**src/rtl/uart_rx_if.sv**
```systemverilog
// Host-side signal bundle of the UART receiver.
// The 9th-bit signals exist only when UART_RX_9BIT_EN is defined.
interface uart_rx_if;
    logic        uart_en;
    logic [15:0] uart_baud;
    logic        uart_rx;
    logic        uart_rxpnd_clr;
    logic [7:0]  uart_rxbuf;
    logic        uart_rxpnd;
    logic        uart_rx_ferr;
    logic        uart_rx_ovr;
    logic        uart_rx_busy;
`ifdef UART_RX_9BIT_EN
    logic        uart_prty_en;
    logic        uart_rx9;

    modport master (
        output uart_en, uart_baud, uart_rx, uart_rxpnd_clr, uart_prty_en,
        input  uart_rxbuf, uart_rx9, uart_rxpnd, uart_rx_ferr, uart_rx_ovr, uart_rx_busy
    );
    modport slave (
        input  uart_en, uart_baud, uart_rx, uart_rxpnd_clr, uart_prty_en,
        output uart_rxbuf, uart_rx9, uart_rxpnd, uart_rx_ferr, uart_rx_ovr, uart_rx_busy
    );
`else
    modport master (
        output uart_en, uart_baud, uart_rx, uart_rxpnd_clr,
        input  uart_rxbuf, uart_rxpnd, uart_rx_ferr, uart_rx_ovr, uart_rx_busy
    );
    modport slave (
        input  uart_en, uart_baud, uart_rx, uart_rxpnd_clr,
        output uart_rxbuf, uart_rxpnd, uart_rx_ferr, uart_rx_ovr, uart_rx_busy
    );
`endif
endinterface

```
**src/rtl/uart_rx.sv**
```systemverilog
// 16x-oversampling UART receiver with pending, frame-error and overrun flags.
// Define UART_RX_9BIT_EN to add the optional 9th data bit (uart_prty_en / uart_rx9).
module uart_rx #(
    parameter int SYNC_STAGES = 2
) (
    input  logic     sys_clk,
    input  logic     sys_rst,
    uart_rx_if.slave bus
);

`ifdef UART_RX_9BIT_EN
    typedef enum logic [2:0] {S_IDLE, S_START, S_DATA, S_NINTH, S_STOP} state_e;
`else
    typedef enum logic [2:0] {S_IDLE, S_START, S_DATA, S_STOP} state_e;
`endif

    state_e                 state_q, state_d;
    logic [SYNC_STAGES-1:0] sync_q;
    logic                   rx_prev_q;
    logic                   rx_s;
    logic [15:0]            tick_cnt_q, tick_cnt_d;
    logic [3:0]             sub_q, sub_d;
    logic [2:0]             bit_idx_q, bit_idx_d;
    logic [7:0]             shift_q, shift_d;
    logic [7:0]             rxbuf_q;
    logic                   rxpnd_q, ferr_q, ovr_q;
    logic                   tick, start_chk, mid_bit, done, busy;
`ifdef UART_RX_9BIT_EN
    logic                   nine_q, nine_d, rx9_q;
`endif

    assign rx_s      = sync_q[SYNC_STAGES-1];
    assign tick      = (tick_cnt_q == bus.uart_baud);
    assign start_chk = tick && (sub_q == 4'd7);
    assign mid_bit   = tick && (sub_q == 4'd15);

    always_ff @(posedge sys_clk or posedge sys_rst) begin
        if (sys_rst) begin
            sync_q    <= '1;
            rx_prev_q <= 1'b1;
        end else begin
            sync_q    <= {sync_q[SYNC_STAGES-2:0], bus.uart_rx};
            rx_prev_q <= rx_s;
        end
    end

    always_ff @(posedge sys_clk or posedge sys_rst) begin
        if (sys_rst) state_q <= S_IDLE;
        else         state_q <= state_d;
    end

    always_comb begin
        state_d = state_q;
        case (state_q)
            S_IDLE:  if (rx_prev_q && !rx_s) state_d = S_START;
            S_START: if (start_chk) state_d = rx_s ? S_IDLE : S_DATA;
`ifdef UART_RX_9BIT_EN
            S_DATA:  if (mid_bit && bit_idx_q == 3'd7) state_d = bus.uart_prty_en ? S_NINTH : S_STOP;
            S_NINTH: if (mid_bit) state_d = S_STOP;
`else
            S_DATA:  if (mid_bit && bit_idx_q == 3'd7) state_d = S_STOP;
`endif
            S_STOP:  if (mid_bit) state_d = S_IDLE;
            default: state_d = S_IDLE;
        endcase
        if (!bus.uart_en) state_d = S_IDLE;
    end

    always_comb begin
        // NOTE: every signal gets a default before the case so no path infers a latch.
        tick_cnt_d = tick ? 16'd0 : tick_cnt_q + 16'd1;
        sub_d      = tick ? sub_q + 4'd1 : sub_q;
        bit_idx_d  = bit_idx_q;
        shift_d    = shift_q;
        done       = 1'b0;
`ifdef UART_RX_9BIT_EN
        nine_d     = nine_q;
`endif
        case (state_q)
            S_IDLE: begin
                tick_cnt_d = '0;
                sub_d      = '0;
            end
            // Restart the sub-bit phase at start-bit centre so sub==15 hits each later bit centre.
            S_START: if (start_chk && !rx_s) begin
                sub_d     = '0;
                bit_idx_d = '0;
            end
            S_DATA: if (mid_bit) begin
                shift_d   = {rx_s, shift_q[7:1]};
                bit_idx_d = bit_idx_q + 3'd1;
            end
`ifdef UART_RX_9BIT_EN
            S_NINTH: if (mid_bit) nine_d = rx_s;
`endif
            S_STOP:  done = mid_bit && bus.uart_en;
            default: ;
        endcase
        busy = (state_q != S_IDLE);
    end

    always_ff @(posedge sys_clk or posedge sys_rst) begin
        if (sys_rst) begin
            tick_cnt_q <= '0;
            sub_q      <= '0;
            bit_idx_q  <= '0;
            shift_q    <= '0;
`ifdef UART_RX_9BIT_EN
            nine_q     <= 1'b0;
`endif
        end else begin
            tick_cnt_q <= tick_cnt_d;
            sub_q      <= sub_d;
            bit_idx_q  <= bit_idx_d;
            shift_q    <= shift_d;
`ifdef UART_RX_9BIT_EN
            nine_q     <= nine_d;
`endif
        end
    end

    always_ff @(posedge sys_clk or posedge sys_rst) begin
        if (sys_rst) begin
            rxbuf_q <= '0;
            rxpnd_q <= 1'b0;
            ferr_q  <= 1'b0;
            ovr_q   <= 1'b0;
`ifdef UART_RX_9BIT_EN
            rx9_q   <= 1'b0;
`endif
        end else begin
            if (bus.uart_rxpnd_clr) begin
                rxpnd_q <= 1'b0;
                ovr_q   <= 1'b0;
            end
            // NOTE: non-blocking, so these later assignments override the clear above.
            if (done) begin
                if (!rxpnd_q || bus.uart_rxpnd_clr) begin
                    rxbuf_q <= shift_q;
                    ferr_q  <= ~rx_s;
                    rxpnd_q <= 1'b1;
`ifdef UART_RX_9BIT_EN
                    rx9_q   <= nine_q;
`endif
                end else begin
                    ovr_q <= 1'b1;
                end
            end
        end
    end

    assign bus.uart_rxbuf   = rxbuf_q;
    assign bus.uart_rxpnd   = rxpnd_q;
    assign bus.uart_rx_ferr = ferr_q;
    assign bus.uart_rx_ovr  = ovr_q;
    assign bus.uart_rx_busy = busy;
`ifdef UART_RX_9BIT_EN
    assign bus.uart_rx9     = rx9_q;
`endif

endmodule

```
**src/flat_wrapper.sv**
```systemverilog
// flat-port wrapper written by rule: the top's interface ports become plain ports
module uart_rx_flat 
#(
    parameter int SYNC_STAGES = 2
)
  (sys_clk, sys_rst, bus_uart_en, bus_uart_baud, bus_uart_rx, bus_uart_rxpnd_clr, bus_uart_rxbuf, bus_uart_rxpnd, bus_uart_rx_ferr, bus_uart_rx_ovr, bus_uart_rx_busy);
  uart_rx_if bus_i ();
  input  logic sys_clk;
  input  logic sys_rst;
  input wire logic [$bits(bus_i.uart_en)-1:0] bus_uart_en;
  input wire logic [$bits(bus_i.uart_baud)-1:0] bus_uart_baud;
  input wire logic [$bits(bus_i.uart_rx)-1:0] bus_uart_rx;
  input wire logic [$bits(bus_i.uart_rxpnd_clr)-1:0] bus_uart_rxpnd_clr;
  output wire logic [$bits(bus_i.uart_rxbuf)-1:0] bus_uart_rxbuf;
  output wire logic [$bits(bus_i.uart_rxpnd)-1:0] bus_uart_rxpnd;
  output wire logic [$bits(bus_i.uart_rx_ferr)-1:0] bus_uart_rx_ferr;
  output wire logic [$bits(bus_i.uart_rx_ovr)-1:0] bus_uart_rx_ovr;
  output wire logic [$bits(bus_i.uart_rx_busy)-1:0] bus_uart_rx_busy;
  assign bus_i.uart_en = bus_uart_en;
  assign bus_i.uart_baud = bus_uart_baud;
  assign bus_i.uart_rx = bus_uart_rx;
  assign bus_i.uart_rxpnd_clr = bus_uart_rxpnd_clr;
  assign bus_uart_rxbuf = bus_i.uart_rxbuf;
  assign bus_uart_rxpnd = bus_i.uart_rxpnd;
  assign bus_uart_rx_ferr = bus_i.uart_rx_ferr;
  assign bus_uart_rx_ovr = bus_i.uart_rx_ovr;
  assign bus_uart_rx_busy = bus_i.uart_rx_busy;
  uart_rx #(.SYNC_STAGES(SYNC_STAGES)) u_core (.sys_clk(sys_clk), .sys_rst(sys_rst), .bus(bus_i));
endmodule
```
**config.mk**
```make
export PLATFORM = sky130hd
export DESIGN_NAME = uart_rx_flat
export DESIGN_NICKNAME = d
export VERILOG_FILES = /design/src/rtl/uart_rx_if.sv /design/src/rtl/uart_rx.sv /design/src/flat_wrapper.sv
export SDC_FILE = /design/constraint.sdc
export NUM_CORES = 1
export LEC_CHECK = 0
export ABC_CLOCK_PERIOD_IN_PS = 2200
export BUFFER_PORTS_ARGS = -buffer_cell sky130_fd_sc_hd__buf_2
export CAP_MARGIN = 20
export CORE_ASPECT_RATIO = 1.75
export CORE_MARGIN = 1.5
export CORE_UTILIZATION = 57
export DETAILED_ROUTE_END_ITERATION = 12
export PLACE_DENSITY = 0.79
export RECOVER_POWER = 50
export SLEW_MARGIN = 20
export SYNTH_ARGS = -nofsm -noshare
export SYNTH_HDL_FRONTEND = slang
export SYNTH_SLANG_ARGS = --single-unit
```
**constraint.sdc**
```tcl
create_clock -name sys_clk -period 2.2 [get_ports sys_clk]
set_clock_uncertainty 0.1 [all_clocks]
set_input_delay 0.44 -clock sys_clk [delete_from_list [all_inputs] [get_ports sys_clk]]
set_output_delay 0.44 -clock sys_clk [all_outputs]
set_load 0.02 [all_outputs]
```
**Word-level counts from Yosys, hierarchy flattened**

Index checks and enable logic that the tools add are counted.
W data, S select, Z words.

- Bitwise operators: 1
- Reduce and logical (&&, ||, !) cells: 16
- Add/subtract/negate cells: 3
- Eq/ne operators: 13
- Mux-type cells: 22

Operators by type and width:

| cell | number |
|---|---|
| $mux W16 | 2 |
| $mux W3 | 7 |
| $add A16 B1 Y16 const B | 1 |
| $eq A16 B16 Y1 | 1 |
| $ne A3 B2 Y1 const B | 4 |
| $pmux W3 S4 | 1 |
| $mux W4 | 2 |
| $pmux W4 S2 | 1 |
| $mux W1 | 7 |
| $eq A3 B2 Y1 const B | 2 |
| $logic_and A1 B1 Y1 | 6 |
| $pmux W3 S2 | 1 |
| $add A4 B1 Y4 const B | 1 |
| $eq A4 B3 Y1 const B | 1 |
| $eq A4 B4 Y1 const B | 1 |
| $ne A2 B1 Y1 const B | 2 |
| $reduce_and A2 Y1 | 2 |
| $reduce_and A4 Y1 | 1 |
| $add A3 B1 Y3 const B | 1 |
| $eq A3 B1 Y1 const B | 1 |
| $eq A3 B3 Y1 const B | 1 |
| $logic_not A3 Y1 | 1 |
| $reduce_and A3 Y1 | 1 |
| $reduce_bool A3 Y1 | 1 |
| other kinds (5) | 6 |

- Bits of input ports: 21
- Word-level logic and storage cells: 66
- Output and inout bits: 12
- Bits in registers: 48

**Longest topological paths before layout**

Gate-level depths: netlist (run 1).

- Word-level depth: 6
- Gate-level depth with buffers: 8
- Depth with buffers taken out: 6

**Worst setup path before layout (run 1)**

Ideal clock, no wire load.

- Path type: input-to-reg
- Start point: in bus_uart_baud[15]
- End point: reg u_core.state_q[0]
- Cell stages on the path: 6
- Data required time: 2.021 ns
- Slack: 0.163 ns
- Buffers on the path: 0
- Library setup time: 0.079 ns
- Arrival: 1.858 ns
- Cells stage by stage: xnor2_1 -> nand4_1 -> nor4_4 -> a41oi_1 -> nor4_2 -> mux2i_1

- Word-level cells in the longest chain between the ends: 5

Ends and longest elaborated chain:

| element | RTL line | RTL |
|---|---|---|
| start: declaration | flat_wrapper.sv:11 | `input wire logic [$bits(bus_i.uart_baud)-1:0] bus_uart_baud;` |
| $eq A16 B16 Y1 * | uart_rx.sv:33 | `assign tick = (tick_cnt_q == bus.uart_baud);` |
| $logic_and A1 B1 Y1 | uart_rx.sv:35 | `assign mid_bit = tick && (sub_q == 4'd15);` |
| $logic_and A1 B1 Y1 | uart_rx.sv:61 | `S_DATA: if (mid_bit && bit_idx_q == 3'd7) state_d = S_STOP;` |
| $ne A3 B2 Y1 (no source line) | -- |  |
| $reduce_and A4 Y1 (no source line) * | -- |  |
| end signal: assignment | uart_rx.sv:49 | `else state_q <= state_d;` |
| end: declaration | uart_rx.sv:17 | `state_e state_q, state_d;` |

Mark *: on every way between the ends. The rest lies on a longest branch, timed or not.
A chain may end at the register's enable or synchronous reset.

**Final worst setup path (run 1)**

- Start point: reg u_core.tick_cnt_q[9]
- End point: reg u_core.state_q[0]

- Word-level cells in the longest chain between the ends: 5

Ends and longest elaborated chain:

| element | RTL line | RTL |
|---|---|---|
| start: declaration | uart_rx.sv:21 | `logic [15:0] tick_cnt_q, tick_cnt_d;` |
| start signal: assignment | uart_rx.sv:112 | `tick_cnt_q <= tick_cnt_d;` |
| $eq A16 B16 Y1 * | uart_rx.sv:33 |  |
| $logic_and A1 B1 Y1 | uart_rx.sv:35 |  |
| $logic_and A1 B1 Y1 | uart_rx.sv:61 |  |
| $ne A3 B2 Y1 (no source line) | -- |  |
| $reduce_and A4 Y1 (no source line) * | -- |  |

Marked as above.

==> results_dict.tcl, run 1 <==
set metrics [dict create \
    outcome "finished, final reports clean" \
    avgSynthCellArea_um2 11.0 \
    r2r-start "u_core.tick_cnt_q[9]" \
    cts_tree "built" \
    tightest_slew_ns 1.14 \
    routed_wl_um 4680 \
    r2r_cells 7 \
    fin_crit_ns 2.12 \
    drt_first_pass_iters 4 \
    syn_to_final_growth_pct 19.3 \
    endpoint_kind "flip-flop" \
    final_cell_count_no_fill 314 \
    slowest_stage "dfrtp_2" \
    synth_most_common_cell "dfrtp_1" \
    cts_root_buf "clkbuf_8" \
    worstHoldStart "bus_uart_rx" \
    fillers 315 \
    crit_fanout 4 \
    ant_nets 0 \
    drt-initial-drc-count 31 \
    via_per_inst 5.50 \
    hold_slack_ns 0.132 \
    rows 31 \
    worstPathRequired_ns 2.33 \
    dpl_cell_area_um2 2700 \
    initial_core_util_pct 58.6 \
    layout-drive-gt1-share_pct 30.6 \
    ys_ff_latch 47 \
    finalNetCount 294 \
    fp.dieW_um 51.9 \
    relSlewSlack_pct 23.7 \
    synth_top_flop_cell "dfrtp_1" \
    insertion_delay_ns 0.30 \
    grt_pass1_wl_um 7570 \
    overflow 0 \
    numCtsBuffers 5 \
    ys_warn_count 0 \
    syn_nets 246 \
    antenna_found_initial 0 \
    place_inst 305 \
    startpoint "u_core.tick_cnt_q[9]" \
    clk_pin_slew_ns 0.09 \
    finalWeightedCongestion 0.852 \
    synth_area_leaders "dfrtp_1 (46%), mux2_2 (7.6%), xnor2_1 (7.3%), xor2_1 (4.8%), ha_1 (4.7%)" \
    r2r-end "u_core.state_q[0]" \
    syn_area_um2 2380 \
    worstPathCellList "xnor2_1 > nand4_1 > nor4_4 > buf_4 > a41oi_2 > nor4_4 > mux2i_1" \
    ctsHoldBuffers 0 \
    n_antenna_cell 0 \
    drc_errors 0 \
    cp-start-kind "flip-flop" \
    cp_common_cell "nor4_4" \
    peakVddDrop_mv 0.832 \
    synth_cells 216 \
    path_class "flip-flop to flip-flop" \
    grt_pass1_vias 1735 \
    synth_commonest_cells "dfrtp_1 (44), nor2_1 (22), xnor2_1 (20)" \
    numClockSinks 47 \
    reg2reg_setup_slack_ns 0.08 \
    synth_top_area_share_pct 46.2 \
    port_buffers 32 \
    dieArea_um2 4600 \
    grt_usage_pct 22.5 \
    yosysSeqAreaShare_pct 49.5 \
    finalCritPeriodShare_pct 96.4 \
    setup_violations 0 \
    final-hold-violation-count 0 \
    critPathMaxStageDelay_ns 0.45 \
    async_reset_ff_share_pct 100 \
    wire_per_inst_um 14.9 \
    io_pins 33 \
    cp.arrival_ns 2.26 \
    cap_violations 0 \
    power-per-cell-area_nw_per_um2 721 \
    die_y_um 88.6 \
    drv_slew 0 \
    hold_end "u_core.sync_q[0]" \
    tns_ns 0 \
    postLayoutCellArea_um2 2840 \
    synth_edf_count 0 \
    place_ws_ns -0.107 \
    cts_max_level 2 \
    total_power_mw 2.05 \
    final_core_util_pct 69.8 \
    rsz0062_at_grt "true" \
    yosysUniqueCellTypes 39 \
    vias 1728 \
    clock_path_buffers 2 \
    grt_max_degree 48 \
    core_um2 4070 \
    hp-class "primary input to flip-flop" \
    dpl.hpwl_um 3490 \
    synth_top_area_cell "dfrtp_1" \
    fmax_mhz 471 \
    setup_ws_ns 0.0787 \
    p_leak_nw 1.37 \
    min_path_cells 1 \
]
==> layout by cell type, fill, tap and decap left out, types with 7 or more instances in the layout <==
cell,netlist,routed
dfrtp_1,44,41
nand2_1,13,13
buf_4,1,11
xor2_1,13,13
xnor2_1,20,19
inv_1,12,12
mux2_2,16,16
nor2_1,22,22
ha_1,9,9
buf_2,1,30
nand4_1,12,12
nand3_1,7,7
==> timing repair <==
action | 4_1_cts | 5_1_grt
gates resized for setup | 0 | 6
endpoints found under the hold margin | 0 | 0
setup buffers | 0 | 1
setup endpoints to repair | 0 | 5
==> layout make-up <==
type | count | area [um^2] | area share, %
sequential | 47 | 1180 | 41.6
multi-input combinational | 152 | 1160 | 40.7
timing repair buffer | 46 | 285 | 10.0
clock buffer | 6 | 72.6 | 2.55
tap | 49 | 61.3 | 2.16
inverter | 12 | 45.0 | 1.58
clock inverter | 2 | 37.5 | 1.32
==> worst max path at each step <==
stage                        end  depth (start not counted)  slack (ns)
2_1_floorplan  u_core.state_q[0]                          6        0.16
3_5_place_dp   u_core.state_q[0]                          8       -0.11
5_1_grt        u_core.shift_q[7]                          6       -0.01
3_3_place_gp   u_core.state_q[0]                          8       -0.05
6_report       u_core.state_q[0]                          7        0.08
4_1_cts        u_core.state_q[0]                          7        0.02
==> sequential cells by signal (all words and copies together), names as in the netlist <==
signal / cells
u_core.bus.uart_rx_ovr: 1
u_core.tick_cnt_q: 16
u_core.bus.uart_rxpnd: 1
u_core.bus.uart_rxbuf: 8
u_core.bit_idx_q: 3
u_core.sync_q: 2
u_core.shift_q: 8
u_core.sub_q: 4
u_core.rx_prev_q: 1
u_core.state_q: 2
u_core.bus.uart_rx_ferr: 1
==> cells by family (layout without fill, tap and decap cells) <==
| logic type | Yosys count | in the layout | synth area share (%) |
|---|---|---|---|
| compound gates | 17 | 17 | 4.88 |
| xor+xnor | 33 | 33 | 12.1 |
| fa+ha+maj | 9 | 9 | 4.72 |
| buf+inv | 17 | 66 | 2.94 |
| flops | 47 | 47 | 49.5 |
| mux | 19 | 19 | 8.81 |
| simple gates | 74 | 74 | 17.1 |
==> worst max-delay path: cells and delay by family (launching register included) <==
kind                      cells  cell delay, ns
and+or+nand+nor               3            0.83
DFF                           1            0.45
muxes                         1            0.21
buffers and inverters         1            0.16
AOI/OAI and AO/OA             1            0.16
xor gates and xnor gates      1            0.14
==> report_power, final <==
part	internal [mW]	switching, mW
combinational	0.208	0.292
sequential	0.893	0.0328
clock	0.339	0.287
total	1.44	0.612
==> layer usage <==
metal  GRT usage (%)  up-vias  part of all wire, %
met5               0        -                    0
met4            13.2        0                  3.8
met3            4.56       15                  2.9
met2            40.2       38                   56
met1            23.6      840                   37
li1                -      835                    -
Power figures use the tool's default switching activity.
==> run 2, diff against run 1 <==
Settings changed: CORE_UTILIZATION 57 to 39, PLACE_DENSITY 0.79 to default.
==> results_dict.tcl, run 2 (synthesis gave the netlist of run 1 again) <==
set metrics [dict create \
    cap_violations 0 \
    initial_core_util_pct 40.6 \
    fillers 569 \
    cts_tree "built" \
    n_antenna_cell 0 \
    numCtsBuffers 5 \
    setup_violations 0 \
    crit_fanout 10 \
    slowest_stage "dfrtp_1" \
    finalWeightedCongestion 0.862 \
    final_common_cell "dfrtp_1" \
    syn_to_final_growth_pct 25.2 \
    insertion_delay_ns 0.31 \
    grt_util_met3_pct 2.96 \
    dpl_cell_area_um2 2760 \
    path_class "flip-flop to flip-flop" \
    vias 1715 \
    port_buffers 32 \
    io_pins 33 \
    use_met1_pct 18.6 \
    largest_reg_flops 16 \
    numClockSinks 47 \
    worstPathCellList "xnor2_1 > nand4_1 > nor4_4 > buf_6 > buf_4 > nand4_4 > buf_12 > mux2_2" \
    grt_pass1_wl_um 8620 \
    die_y_um 106 \
    hold_end "u_core.sync_q[0]" \
    power-per-cell-area_nw_per_um2 750 \
    cts_root_buf "clkbuf_8" \
    multi_input_area_um2 1190 \
    fmax_mhz 475 \
    drt_first_pass_iters 4 \
    dpl.hpwl_um 3690 \
    layout-drive-gt1-share_pct 32.5 \
    routed_wl_um 4880 \
    ant_nets 0 \
    globalRoute.busiestLayer "met2" \
    tns_ns 0 \
    relSlewSlack_pct 42.0 \
    hp-class "primary input to flip-flop" \
    p_leak_nw 1.43 \
    drc_errors 0 \
    grt_pass1_vias 1805 \
    fp.dieW_um 62.1 \
    top_register "u_core.tick_cnt_q" \
    regArea_um2 1180 \
    antenna_found_initial 0 \
    ctsHoldBuffers 0 \
    tightest_slew_ns 0.869 \
    finalCritPeriodShare_pct 95.8 \
    clock_path_buffers 2 \
    postLayoutCellArea_um2 2990 \
    clk_pin_slew_ns 0.09 \
    total_power_mw 2.24 \
    overflow 0 \
    min_path_cells 1 \
    peakVddDrop_mv 0.513 \
    r2r-end "u_core.bus.uart_rxbuf[7]" \
    worstPathRequired_ns 2.30 \
    rsz0062_at_grt "true" \
    cp-start-kind "flip-flop" \
    r2r_cells 8 \
    fin_crit_ns 2.11 \
    r2r-start "u_core.tick_cnt_q[9]" \
    worstHoldStart "bus_uart_rx" \
    use_met2_pct 30.3 \
    drt-initial-drc-count 63 \
    grt_max_degree 24 \
    via_per_inst 4.91 \
    core_um2 5880 \
    critPathMaxStageDelay_ns 0.44 \
    wire_per_inst_um 14.0 \
    finalNetCount 300 \
    final-hold-violation-count 0 \
    cts_max_level 2 \
    mostFrequentLayoutCells "dfrtp_1 (42), buf_2 (32), nor2_1 (22), xnor2_1 (20), mux2_2 (16)" \
    reg2reg_setup_slack_ns 0.09 \
    dieArea_um2 6610 \
    cp.arrival_ns 2.20 \
    rows 37 \
    endpoint_kind "flip-flop" \
    grt_usage_pct 16.7 \
    drv_slew 0 \
    outcome "finished, final reports clean" \
]
[run 2: final cells by class]
class                   count  share of cell area [%]
well taps                  78                    3.27
repair buffers             52                    11.1
flip-flops and latches     47                    39.6
clock buffers               5                    2.31
multi-input cells         152                    39.8
clock inverters             3                    2.39
inverters                  12                    1.51
[run 2: timing repair]
item | CTS | global route
endpoints found under the setup margin | 0 | 20
setup buffers | 0 | 4
gates resized for setup | 0 | 10
[run 2: how the worst max path moves through the flow]
stage,startpoint,end,slack [ns],cells after the start
after global placement,bus_uart_baud[15],u_core.state_q[0],-0.06,8
after global routing,u_core.tick_cnt_q[13],u_core.state_q[0],-0.07,7
final,u_core.tick_cnt_q[9],u_core.bus.uart_rxbuf[7],0.09,8
after floorplan,bus_uart_baud[15],u_core.state_q[0],0.16,6
after detailed placement,bus_uart_baud[15],u_core.state_q[0],-0.11,8
after CTS,u_core.tick_cnt_q[5],u_core.state_q[0],0.02,7
[run 2: per-layer routing]
| metal | part of all wire [%] | vias up |
|---|---|---|
| li1 | - | 847 |
| met1 | 39 | 827 |
| met2 | 55 | 30 |
| met3 | 2.7 | 11 |
| met4 | 2.7 | 0 |
| met5 | 0 | - |
[run 2: report_power, final]
part	internal, mW	switching, mW	total (mW)
combinational	0.225	0.300	0.525
sequential	0.893	0.0336	0.927
clock	0.461	0.325	0.786
total	1.58	0.658	2.24
[run 2: critical path: cells and delay by family, from the launching register on]
kind          cells  cell delay (ns)
simple gates      3             0.58
buf+inv           3             0.45
flops             1             0.44
mux               1             0.26
xor+xnor          1             0.16
[run 2: metrics by stage]
step	hold slack (ns)	setup slack, ns	util (%)	cells
floorplan	0.245	0.163	-	216
global placement	0.257	-0.0602	47.0	337
detailed placement	0.260	-0.115	47.0	337
CTS	0.0425	0.0230	49.4	345
global route	0.100	-0.0696	50.8	349
finish	0.122	0.0927	50.8	349
